## config.mk

```make
export PLATFORM = sky130hd
export DESIGN_NAME = uart_rx_fifo_flat
export DESIGN_NICKNAME = d
export VERILOG_FILES = /design/src/rtl/uart_pkg.sv /design/src/rtl/uart_rx_fifo_if.sv /design/src/rtl/rx_fifo_mem.sv /design/src/rtl/uart_rx_fifo.sv /design/src/flat_wrapper.sv
export SDC_FILE = /design/constraint.sdc
export NUM_CORES = 1
export LEC_CHECK = 0
export BUFFER_PORTS_ARGS = -buffer_cell sky130_fd_sc_hd__buf_2
export CAP_MARGIN = 20
export CORE_ASPECT_RATIO = 2
export CORE_MARGIN = 4
export CORE_UTILIZATION = 61
export DETAILED_ROUTE_END_ITERATION = 7
export PLACE_DENSITY = 0.78
export SYNTH_ARGS = -nofsm -noshare
export SYNTH_HDL_FRONTEND = slang
export SYNTH_SLANG_ARGS = --single-unit
```

## constraint.sdc

```tcl
create_clock -name clk_50M -period 2.65 [get_ports clk_50M]
set_input_delay 0.265 -clock clk_50M [delete_from_list [all_inputs] [get_ports clk_50M]]
set_output_delay 0.265 -clock clk_50M [all_outputs]
set_load 0.1 [all_outputs]
```

## src/rtl/uart_pkg.sv

```systemverilog
// Shared UART constants used by uart_rx, uart_tx and the receive-side byte queue.
// Bit timing is derived from the 50 MHz system clock and the 115200 baud line rate.
package uart_pkg;
    localparam int CLK_HZ       = 50_000_000;
    localparam int BAUD         = 115200;
    localparam int CLKS_PER_BIT = 434;
    localparam int DATA_W       = 8;
endpackage

```

## src/rtl/uart_rx_fifo_if.sv

```systemverilog
// Bundle between the receive byte queue and its neighbours: uart_rx byte strobe in,
// valid/ready read port and status flags out. The master side is the environment, the slave side is the queue.
interface uart_rx_fifo_if #(
    parameter int DEPTH = 16
);
    localparam int ADDR_W = $clog2(DEPTH);

    logic [uart_pkg::DATA_W-1:0] rx_msg;
    logic                        rx_complete;
    logic [uart_pkg::DATA_W-1:0] rd_data;
    logic                        rd_valid;
    logic                        rd_ready;
    logic [ADDR_W:0]             count;
    logic                        full;
    logic                        overflow;
    logic                        clr_overflow;

    modport master (
        output rx_msg, rx_complete, rd_ready, clr_overflow,
        input  rd_data, rd_valid, count, full, overflow
    );

    modport slave (
        input  rx_msg, rx_complete, rd_ready, clr_overflow,
        output rd_data, rd_valid, count, full, overflow
    );
endinterface

```

## src/rtl/rx_fifo_mem.sv

```systemverilog
// Purpose: DEPTH x WIDTH register array, one synchronous write port, one asynchronous read port.
// Latency: write lands at the clock edge; read data follows raddr combinationally.
// Backpressure: none; the caller decides when writes are legal.
module rx_fifo_mem #(
    parameter int DEPTH = 16,
    parameter int WIDTH = 8
) (
    input  logic                     clk,
    input  logic                     we,
    input  logic [$clog2(DEPTH)-1:0] waddr,
    input  logic [WIDTH-1:0]         wdata,
    input  logic [$clog2(DEPTH)-1:0] raddr,
    output logic [WIDTH-1:0]         rdata
);
    logic [WIDTH-1:0] mem [DEPTH];

    always_ff @(posedge clk) begin
        if (we) begin
            mem[waddr] <= wdata;
        end
    end

    assign rdata = mem[raddr];
endmodule

```

## src/rtl/uart_rx_fifo.sv

```systemverilog
// Purpose: queue bytes announced by uart_rx (one per rx_complete rising edge) for a valid/ready consumer.
// Latency: byte visible on rd_data one cycle after the rx_complete rise; pop takes effect at the edge.
// Backpressure: consumer stalls via rd_ready; writes at full without a pop are dropped and flagged sticky.
module uart_rx_fifo
    import uart_pkg::*;
#(
    parameter int DEPTH = 16
) (
    input  logic            clk_50M,
    input  logic            rst,
    uart_rx_fifo_if.slave   bus
);
    localparam int              ADDR_W   = $clog2(DEPTH);
    localparam logic [ADDR_W:0] FULL_CNT = (ADDR_W + 1)'(DEPTH);

    logic              rx_complete_d;
    logic [ADDR_W-1:0] wr_ptr;
    logic [ADDR_W-1:0] rd_ptr;
    logic [ADDR_W:0]   count_q;
    logic              overflow_q;

    logic wr_en;
    logic rd_en;
    logic wr_accept;
    logic wr_drop;
    logic full_w;
    logic rd_valid_w;

    // Flags decode from the counter register only, so rd_ready never reaches an output.
    assign full_w     = (count_q == FULL_CNT);
    assign rd_valid_w = (count_q != '0);

    assign wr_en     = bus.rx_complete & ~rx_complete_d;
    assign rd_en     = rd_valid_w & bus.rd_ready;
    assign wr_accept = wr_en & (~full_w | rd_en);
    assign wr_drop   = wr_en & full_w & ~rd_en;

    // rx_complete_d resets high so a level already present at reset release is not a new byte.
    always_ff @(posedge clk_50M or posedge rst) begin
        if (rst) begin
            rx_complete_d <= 1'b1;
            wr_ptr        <= '0;
            rd_ptr        <= '0;
            count_q       <= '0;
            overflow_q    <= 1'b0;
        end else begin
            rx_complete_d <= bus.rx_complete;
            if (wr_accept) begin
                wr_ptr <= wr_ptr + 1'b1;
            end
            if (rd_en) begin
                rd_ptr <= rd_ptr + 1'b1;
            end
            if (wr_accept && !rd_en) begin
                count_q <= count_q + 1'b1;
            end else if (rd_en && !wr_accept) begin
                count_q <= count_q - 1'b1;
            end
            if (wr_drop) begin
                overflow_q <= 1'b1;
            end else if (bus.clr_overflow) begin
                overflow_q <= 1'b0;
            end
        end
    end

    rx_fifo_mem #(
        .DEPTH (DEPTH),
        .WIDTH (DATA_W)
    ) u_mem (
        .clk   (clk_50M),
        .we    (wr_accept),
        .waddr (wr_ptr),
        .wdata (bus.rx_msg),
        .raddr (rd_ptr),
        .rdata (bus.rd_data)
    );

    assign bus.rd_valid = rd_valid_w;
    assign bus.count    = count_q;
    assign bus.full     = full_w;
    assign bus.overflow = overflow_q;
endmodule

```

## src/flat_wrapper.sv

```systemverilog
// flat-port wrapper written by rule: the top's interface ports become plain ports
module uart_rx_fifo_flat import uart_pkg::*;
#(
    parameter int DEPTH = 16
)
  (clk_50M, rst, bus_rx_msg, bus_rx_complete, bus_rd_ready, bus_clr_overflow, bus_rd_data, bus_rd_valid, bus_count, bus_full, bus_overflow);
  uart_rx_fifo_if #(.DEPTH(DEPTH)) bus_i ();
  input  logic clk_50M;
  input  logic rst;
  input wire logic [$bits(bus_i.rx_msg)-1:0] bus_rx_msg;
  input wire logic [$bits(bus_i.rx_complete)-1:0] bus_rx_complete;
  input wire logic [$bits(bus_i.rd_ready)-1:0] bus_rd_ready;
  input wire logic [$bits(bus_i.clr_overflow)-1:0] bus_clr_overflow;
  output wire logic [$bits(bus_i.rd_data)-1:0] bus_rd_data;
  output wire logic [$bits(bus_i.rd_valid)-1:0] bus_rd_valid;
  output wire logic [$bits(bus_i.count)-1:0] bus_count;
  output wire logic [$bits(bus_i.full)-1:0] bus_full;
  output wire logic [$bits(bus_i.overflow)-1:0] bus_overflow;
  assign bus_i.rx_msg = bus_rx_msg;
  assign bus_i.rx_complete = bus_rx_complete;
  assign bus_i.rd_ready = bus_rd_ready;
  assign bus_i.clr_overflow = bus_clr_overflow;
  assign bus_rd_data = bus_i.rd_data;
  assign bus_rd_valid = bus_i.rd_valid;
  assign bus_count = bus_i.count;
  assign bus_full = bus_i.full;
  assign bus_overflow = bus_i.overflow;
  uart_rx_fifo #(.DEPTH(DEPTH)) u_core (.clk_50M(clk_50M), .rst(rst), .bus(bus_i));
endmodule
```

==> impl_metrics.json <==
{
  "fin_skew_ns": 0.006328,
  "hold_viol_final": 0,
  "r2r_start": "u_core.bus.count[0]",
  "drc_errors": 0,
  "wl_per_cell_microns": 23.56,
  "cts_made_buffers": 17,
  "grt-ovfl-total": 0,
  "initial_core_util": 0.6283,
  "period_share": 0.9533,
  "antenna_cells": 0,
  "grt_max_degree": 24,
  "clk_path_buf_depth": 2,
  "grt_pass1_vias": 3295,
  "arrival_ns": 2.26,
  "yosys.area.top_type": "edfxtp_1",
  "drive_above_1_share": 0.2857,
  "htree_levels": 4,
  "critPathLaunchType": "flip-flop",
  "r2r_cells": 11,
  "nNetsFinal": 402,
  "postSynthCellCount": 328,
  "power_frac_comb": 0.428,
  "antenna_left": 0,
  "maxCapViolCount": 0,
  "period_minus_slack_ns": 2.526,
  "end_kind": "primary output",
  "die_x_microns": 77.52,
  "grt_antenna_before_repair": 0,
  "root_buffer": "clkbuf_16",
  "grt_usage": 0.2253,
  "worst_pin_slew_ns": 0.6452,
  "crit_required_ns": 2.38,
  "vdd_drop_max_mv": 1.042,
  "worstPathMaxFanout": 23,
  "max_freq_mhz": 395.9,
  "core_area_sq_um": 9384,
  "place.gp.congestion": 0.7750,
  "die_area_sq_um": 11400,
  "post-place-ws_ns": 0.07153,
  "reg2reg_slack_ns": 0.17,
  "holdPathStages": 2,
  "firstDrtPassIters": 4,
  "seq_power_share": 0.314,
  "cts_tree": "built",
  "io_buffers": 28,
  "cts_num_sinks": 143,
  "ys_ff_latch": 143,
  "routed_wl_microns": 11690,
  "vias_per_cell": 6.220,
  "status": "complete, no violations",
  "synthDistinctLibCells": 36,
  "setup-violations-final": 0,
  "chipHeight_microns": 147.0,
  "tns_ns": 0,
  "pin_count": 29,
  "grt_pass1_wl_microns": 18690,
  "syn_to_final_growth_pct": 17.61,
  "seqCellArea_sq_um": 4235,
  "multi_input_area_sq_um": 1516,
  "synth.net_count": 351,
  "r2r_end": "u_core.bus.count[4]",
  "num_vias": 3085,
  "num-fill-cells": 543,
  "leakage_uw": 0.002517,
  "yosys-top-cells-area": "edfxtp_1 65%, mux4_2 6.1%, dfrtp_1 5.9%",
  "finalWorstSetupSlack_ns": 0.1238,
  "synth_area_sq_um": 5896,
  "ys_seq_area_frac": 0.7158,
  "slew_viol_final": 0,
  "worstHoldPathType": "in -> reg",
  "synth.avg_cell_area_sq_um": 17.97,
  "switchingPower_uw": 3622,
  "num_rows": 50,
  "power_density_nw_per_um2": 1322,
  "yosys_warnings": 0,
  "path_clk_slew_ns": 0.05,
  "slew_headroom": 0.5694,
  "rsz0062_at_grt": "false",
  "synth.top_cell.area_share": 0.6520,
  "hold_start": "bus_clr_overflow",
  "pwr-share-clk": 0.258,
  "final_util": 0.7389,
  "sw_frac_of_total": 0.3951,
  "worstSetupPathType": "reg -> out",
  "clk_latency_ns": 0.41,
  "p_int_uw": 5546,
  "drtIter0Drc": 218,
  "worstHoldEndpoint": "u_core.bus.overflow",
  "dp_hpwl_microns": 8032
}
==> cells by family after synthesis <==
kind of cell | Yosys count | synth area share
AOI/OAI and AO/OA | 42 | 0.05412
adders and majority gates | 10 | 0.02250
xor gates and xnor gates | 10 | 0.01486
DFF | 143 | 0.7158
and+or+nand+nor | 44 | 0.04223
muxes | 51 | 0.1210
buffers and inverters | 28 | 0.02950
==> cell usage after synthesis <==
master      n
fa_1        1
edfxtp_1  128
ha_1        9
buf_4       4
xnor2_1     8
nand4_1     1
nor4_4      1
nand2_1    15
mux2i_1    33
nor2_1      6
and2_4      1
o21ai_0    11
mux4_2     16
nand3_1     1
dfrtp_1    14
a31oi_4     1
xor2_1      2
a21oi_1     3
o22ai_1     1
nand3b_1    1
dfstp_2     1
nand2b_1    1
and3b_1     1
nor2b_1     1
and2_1     13
buf_2       1
a221oi_2    1
inv_1      13
a221oi_1   15
mux2_2      2
and3_1      1
a22oi_1     8
buf_6       7
a21o_1      2
nor3b_2     1
clkbuf_1    3
==> area by class of cell <==
type	count	area share
Sequential cell	143	0.6108
Multi-Input combinational cell	157	0.2187
Clock buffer	17	0.06135
Timing Repair Buffer	47	0.05882
Clock inverter	15	0.02454
Tap cell	104	0.01877
Inverter	13	0.007037
==> power by group through the flow <==
stage	logic, uW	registers (uW)	clock network (uW)
finish	3920	2880	2370
global placement	3750	2910	0
CTS	3870	2890	2380
detailed placement	3830	2930	0
global route	4110	2900	2490
floorplan	2600	3150	0
==> placed cells by master (no fill, tap or decap), types with 2 or more instances in the layout <==
master,Yosys,layout
dfrtp_4,0,3
nor2_1,6,6
xnor2_1,8,8
mux2_2,2,2
buf_2,1,20
dlygate4sd3_1,0,2
xor2_1,2,2
edfxtp_1,128,128
clkinv_4,0,3
mux4_2,16,16
nand2_1,15,15
clkinv_2,0,6
o21ai_0,11,11
bufinv_16,0,3
and2_1,13,13
buf_12,0,8
a21o_1,2,2
mux2i_1,33,33
a221oi_1,15,15
clkinvlp_4,0,2
inv_1,13,13
ha_1,9,8
dfrtp_2,0,3
buf_4,4,17
a21oi_2,0,2
dfrtp_1,14,8
a22oi_1,8,8
clkbuf_16,0,17
==> state kept, by name, summed over array words and instances (netlist names) <==
signal,cells
u_core.bus.overflow,1
u_core.u_mem.mem,128
u_core.bus.count,5
u_core.wr_ptr,4
u_core.rx_complete_d,1
u_core.rd_ptr,4
==> timing repair <==
item,4_1_cts,5_1_grt
hold buffers,2,0
gates resized for setup,1,4
endpoints found under the hold margin,15,0
pin swaps,0,1
setup endpoints to repair,1,7
buffers inserted,0,4
==> routing by layer <==
layer / routed length, microns / GRT usage
met1: 4082 / 0.2452
met2: 6891 / 0.4190
met3: 471 / 0.04356
met4: 240 / 0.09447
met5: 0 / 0
==> critical path: stages, from the launching register on <==
cell     delay, ns
dfrtp_2       0.49
buf_12        0.24
mux4_2        0.56
a22oi_1       0.20
nand2_1       0.15
buf_12        0.20
==> worst max-delay path by stage <==
| stage | end | slack (ns) | start | cells after the start |
|---|---|---|---|---|
| floorplan | u_core.bus.count[4] | 0.005 | u_core.bus.count[3] | 9 |
| global placement | u_core.bus.count[4] | 0.15 | u_core.bus.count[3] | 9 |
| detailed placement | u_core.bus.count[4] | 0.07 | u_core.bus.count[3] | 10 |
| CTS | bus_rd_data[5] | 0.01 | u_core.rd_ptr[0] | 6 |
| global route | bus_rd_data[5] | 0.02 | u_core.rd_ptr[1] | 6 |
| finish | bus_rd_data[4] | 0.12 | u_core.rd_ptr[0] | 5 |
==> stage by stage <==
| stage | instances | power [uW] | instance area, sq um | hold slack (ns) |
|---|---|---|---|---|
| 2_1_floorplan | 328 | 5752 | 5918 | 0.1657 |
| 3_3_place_gp | 458 | 6662 | 6277 | 0.3564 |
| 3_5_place_dp | 458 | 6761 | 6277 | 0.3748 |
| 4_1_cts | 492 | 9138 | 6895 | 0.04470 |
| 5_1_grt | 496 | 9505 | 6934 | 0.05865 |
| 6_report | 496 | 9168 | 6934 | 0.06050 |
Note: power is estimated with default switching activity, not from simulation.
